--- src/rtl/mux_pkg.sv ---
// Shared types for the time-shared MUX sequencer.
// Holds the controller state encoding and the default word width.
package mux_pkg;

  localparam int WIDTH_DEF = 8;

  typedef enum logic [1:0] {
    IDLE = 2'd0,
    SCAN = 2'd1,
    DONE = 2'd2
  } state_t;

endpackage

--- src/rtl/mux_word.sv ---
// One WIDTH-bit row of 2:1 MUX cells sharing a single select.
// F takes IN1 when SEL is high, otherwise IN0.
module mux_word
  import mux_pkg::*;
#(
  parameter int WIDTH = WIDTH_DEF
) (
  input  logic [WIDTH-1:0] IN0,
  input  logic [WIDTH-1:0] IN1,
  input  logic             SEL,
  output logic [WIDTH-1:0] F
);

  for (genvar i = 0; i < WIDTH; i++) begin : g_cell
    assign F[i] = SEL ? IN1[i] : IN0[i];
  end

endmodule

--- src/rtl/mux_seq_ctrl.sv ---
// Sequencer selecting one of NUM_WORDS captured words by index,
// using one MUX row per cycle and an accumulator.
module mux_seq_ctrl
  import mux_pkg::*;
#(
  parameter int WIDTH     = WIDTH_DEF,
  parameter int NUM_WORDS = 4,
  parameter int IDX_W     = 2
) (
  input  logic                       clk,
  input  logic                       rst,
  input  logic                       start,
  input  logic [WIDTH*NUM_WORDS-1:0] g_input,
  input  logic [IDX_W-1:0]           e_input,
  output logic                       busy,
  output logic                       done,
  output logic [WIDTH-1:0]           o
);

  localparam logic [IDX_W:0] LAST = (IDX_W+1)'(NUM_WORDS - 1);

  state_t                     state;
  state_t                     state_nx;
  logic [IDX_W:0]             idx;
  logic [IDX_W-1:0]           sel_q;
  logic [WIDTH*NUM_WORDS-1:0] word_q;
  logic [WIDTH-1:0]           acc;
  logic [WIDTH-1:0]           cur_word;
  logic [WIDTH-1:0]           mux_f;
  logic                       hit;

  always_comb begin
    cur_word = '0;
    for (int k = 0; k < NUM_WORDS; k++) begin
      if (idx == (IDX_W+1)'(k)) cur_word = word_q[k*WIDTH +: WIDTH];
    end
  end

  // idx is one bit wider than sel_q, so widen sel_q before comparing
  assign hit = ({1'b0, sel_q} == idx);

  mux_word #(.WIDTH(WIDTH)) u_mux (
    .IN0 (acc),
    .IN1 (cur_word),
    .SEL (hit),
    .F   (mux_f)
  );

  always_ff @(posedge clk or posedge rst) begin
    if (rst) state <= IDLE;
    else     state <= state_nx;
  end

  always_comb begin
    state_nx = state;
    unique case (state)
      IDLE: begin
        if (start) state_nx = (NUM_WORDS == 1) ? DONE : SCAN;
      end
      SCAN: begin
        if (idx == LAST) state_nx = DONE;
      end
      DONE:    state_nx = IDLE;
      default: state_nx = IDLE;
    endcase
  end

  always_ff @(posedge clk or posedge rst) begin
    if (rst) begin
      idx    <= '0;
      sel_q  <= '0;
      word_q <= '0;
      acc    <= '0;
      o      <= '0;
    end else begin
      unique case (state)
        IDLE: begin
          if (start) begin
            word_q <= g_input;
            sel_q  <= e_input;
            acc    <= g_input[WIDTH-1:0];
            idx    <= (IDX_W+1)'(1);
            if (NUM_WORDS == 1) o <= g_input[WIDTH-1:0];
          end
        end
        SCAN: begin
          acc <= mux_f;
          idx <= idx + 1'b1;
          if (idx == LAST) o <= mux_f;
        end
        default: ;
      endcase
    end
  end

  assign busy = (state != IDLE);
  assign done = (state == DONE);

endmodule

--- config.mk ---
export PLATFORM = sky130hd
export DESIGN_NAME = mux_seq_ctrl
export DESIGN_NICKNAME = d
export VERILOG_FILES = /design/src/rtl/mux_pkg.sv /design/src/rtl/mux_word.sv /design/src/rtl/mux_seq_ctrl.sv
export SDC_FILE = /design/constraint.sdc
export NUM_CORES = 1
export LEC_CHECK = 0
export CORE_ASPECT_RATIO = 0.9
export CORE_MARGIN = 1
export CORE_UTILIZATION = 35
export DETAILED_ROUTE_END_ITERATION = 6
export PLACE_DENSITY = 0.53
export SYNTH_ARGS = -nofsm -noshare
export SYNTH_HDL_FRONTEND = slang
export SYNTH_SLANG_ARGS = --single-unit
--- constraint.sdc ---
create_clock -name clk -period 2.37 [get_ports clk]
set_input_delay 0.711 -clock clk [delete_from_list [all_inputs] [get_ports clk]]
set_output_delay 0.711 -clock clk [all_outputs]
set_load 0.03 [all_outputs]
==> qor.csv <==
metric,value,unit
Simple-Gate Fraction of Synth Area,11.6,%
R2R Setup Slk,350,ps
Sw Pwr,1720,µW
initial antenna violation count,0,
layout cell share with drive strength beyond 1,20.8,%
Hold Path Class,flip-flop to flip-flop,
Mapped Area,2780,µm²
Worst Setup Path Type,flip-flop to output port,
Overall Global Routing Usage,15.9,%
Yosys reg bits,55,
area grow syn2layout,26.5,%
Critical Path Fanout Max,8,
Pwr Total,4710,µW
routed vias,1821,
Final Hold Slack,503,ps
vias in the first global route,1898,
Routed WL,6.01,mm
setup_tns,0,ps
final number of setup-violating endpoints,0,
Die W,95.9,µm
RSZ-0062 raised after global routing,false,
Critical Path Start Type,flip-flop,
Placed Area,3380,µm²
xor/xnor share of the synthesized area,0.631,%
Final Max Slew Viols,0,
Core ar.,7620,µm²
clock skew,14.3,ps
placed insts,362,
DIE AREA,8290,µm²
peak supply drop,0.533,mV
drt drc,0,
leak pwr,0.00160,µW
Max H-tree Level,2,
total CTS buffers,5,
Gate power share,48.3,%
Unique masters post-synth,32,
number of I/O port buffers,46,
starting density of the core,36.4,%
post-synthesis cell count,223,
post-route cell area,3510,µm²
pwr/cell area,1340,nW/µm²
crit path DAT,1420,ps
Synth warnings,0,
worst setup path end,busy,
Max Cap Violations,0,
Clock power frac,15.6,%
Root Buffer,clkbuf_8,
clk sink count,55,
sequential share of the synthesized area,49.6,%
clk_lat worst skew,310,ps
Iteration-0 DRC Markers,106,
total gr overflow,0,
internal power,2990,µW
status,completed,
sequential share of power,36.1,%
max_slew headroom,60.7,%
Syn Area/Cell,12.5,µm²
post-synthesis mux area share,18.2,%
wire per inst,16.2,µm
highest-count cells in the layout ignoring fill and taps,"dfrtp_1, clkdlybuf4s50_1, mux2_4",
first-pass detailed-route iteration total,4,
Post-DP HPWL,4.26,mm
count of non-filler cells in the finished layout,370,
Syn Nets,265,
clk buf depth,2,
die height,86.5,µm
Setup crit start,state[1],
worst r2r dst,o[2],
post-synthesis compound-gate area fraction,13.8,%
Critical R2R Launch,idx[0],
ANT nets after route,0,
# nets final,315,
CP Capture Type,output port,
maximum clock frequency,468,MHz
switching share of power,36.5,%
final-report hold violation count,0,
first-pass GRT wire length,10.1,mm
largest net degree at the start of global routing,56,
Final Cycle Share,90.1,%
CTS tree,built,
CP required,1660,ps
vias per std cell,4.92,
Slew @ Worst Pin,587,ps
post-synthesis adder-cell area fraction,2.25,%
boundary pin count,47,
fin crit period,2130,ps
clock-pin slew on the worst setup and hold paths,110,ps
RD Place Congestion,0.769,
"commonest non-fill, non-tap cell in the layout",dfrtp_1,
Antenna Cells,0,
row cnt,30,
largest family of logic cells by synthesized area,multiplexers,
FF-to-FF path depth,6,
==> flip-flops by register name, summed over array words and instances, names as in the netlist <==
name    cells
o           8
state       2
sel_q       2
word_q     32
idx         3
acc         8
==> critical path, cell delays in order (launching register included) <==
cell and delay (ps):
dfrtp_1 460, or2_2 310, dlygate4sd2_1 350
==> power by group through the flow <==
| stage | clock network (µW) | registers (µW) | logic [µW] |
|---|---|---|---|
| after floorplan | 0 | 1710 | 1640 |
| after global placement | 0 | 1710 | 2270 |
| after detailed placement | 0 | 1720 | 2300 |
| after CTS | 761 | 1700 | 2310 |
| after global routing | 791 | 1760 | 2500 |
| final | 735 | 1700 | 2280 |
==> what timing repair did <==
action	4_1_cts	5_1_grt
gates resized for setup	1	1
setup endpoints to repair	1	1
hold buffers	0	0
setup buffers	0	0
==> kinds of logic after synthesis <==
family	Yosys count
simple gates	55
flops	55
compound gates	53
mux	35
buf+inv	18
fa+ha+maj	5
xor+xnor	2
==> synth_stat cells <==
library cell	count	area (µm²)
nor2b_1	11	68.8
a22o_1	1	8.76
a22oi_1	16	120
a21o_1	1	7.51
nand3_2	1	10.0
o21bai_1	1	7.51
a221o_1	8	80.1
buf_6	5	56.3
clkbuf_2	1	5.00
or2_2	1	6.26
nand2_1	2	7.51
a211o_1	8	70.1
o21ai_0	2	10.0
nand2b_1	9	56.3
clkbuf_1	4	15.0
ha_1	5	62.6
dfrtp_1	55	1380
a21oi_1	16	80.1
and2b_1	1	7.51
nor2b_4	1	13.8
mux2_4	30	450
mux2i_1	1	10.0
buf_2	2	10.0
inv_1	4	15.0
mux2_2	4	45.0
nor4_1	8	50.1
inv_2	1	3.75
xnor2_1	2	17.5
nor2_1	12	45.0
nand2_2	1	6.26
clkinv_1	1	3.75
and3_1	8	50.1
==> worst min-delay path by stage <==
| stage | startpoint | end | slack [ps] | depth (start not counted) |
|---|---|---|---|---|
| 3_5_place_dp | o[2] | o[2] | 490 | 1 |
| 3_3_place_gp | o[6] | o[6] | 490 | 1 |
| 4_1_cts | o[2] | o[2] | 510 | 1 |
| 5_1_grt | o[2] | o[2] | 530 | 1 |
| 6_report | o[2] | o[2] | 500 | 1 |
| 2_1_floorplan | idx[2] | idx[2] | 470 | 2 |
==> area by class of cell <==
| cell class | count | area (µm²) |
|---|---|---|
| Fill cell | 738 | 4110 |
| Sequential cell | 55 | 1380 |
| Multi-Input combinational cell | 150 | 1290 |
| Timing Repair Buffer | 55 | 567 |
| Tap cell | 96 | 120 |
| Clock buffer | 5 | 68.8 |
| Clock inverter | 3 | 67.6 |
| Inverter | 6 | 22.5 |
==> layer usage <==
| layer | share of wire, % | GRT usage, % | vias to the layer above |
|---|---|---|---|
| met5 | 0 | 0 | - |
| met2 | 40 | 22.6 | 43 |
| met3 | 4.5 | 3.16 | 2 |
| li1 | - | - | 914 |
| met1 | 55 | 25.3 | 862 |
| met4 | 0.38 | 2.04 | 0 |
==> through the flow <==
step | utilization (%) | setup slack, ps
2_1_floorplan | - | 316
3_3_place_gp | 44.3 | 108
3_5_place_dp | 44.3 | 124
4_1_cts | 46.1 | 53.2
5_1_grt | 46.1 | 149
6_report | 46.1 | 235
No activity file was read; power rests on OpenSTA's default activity.
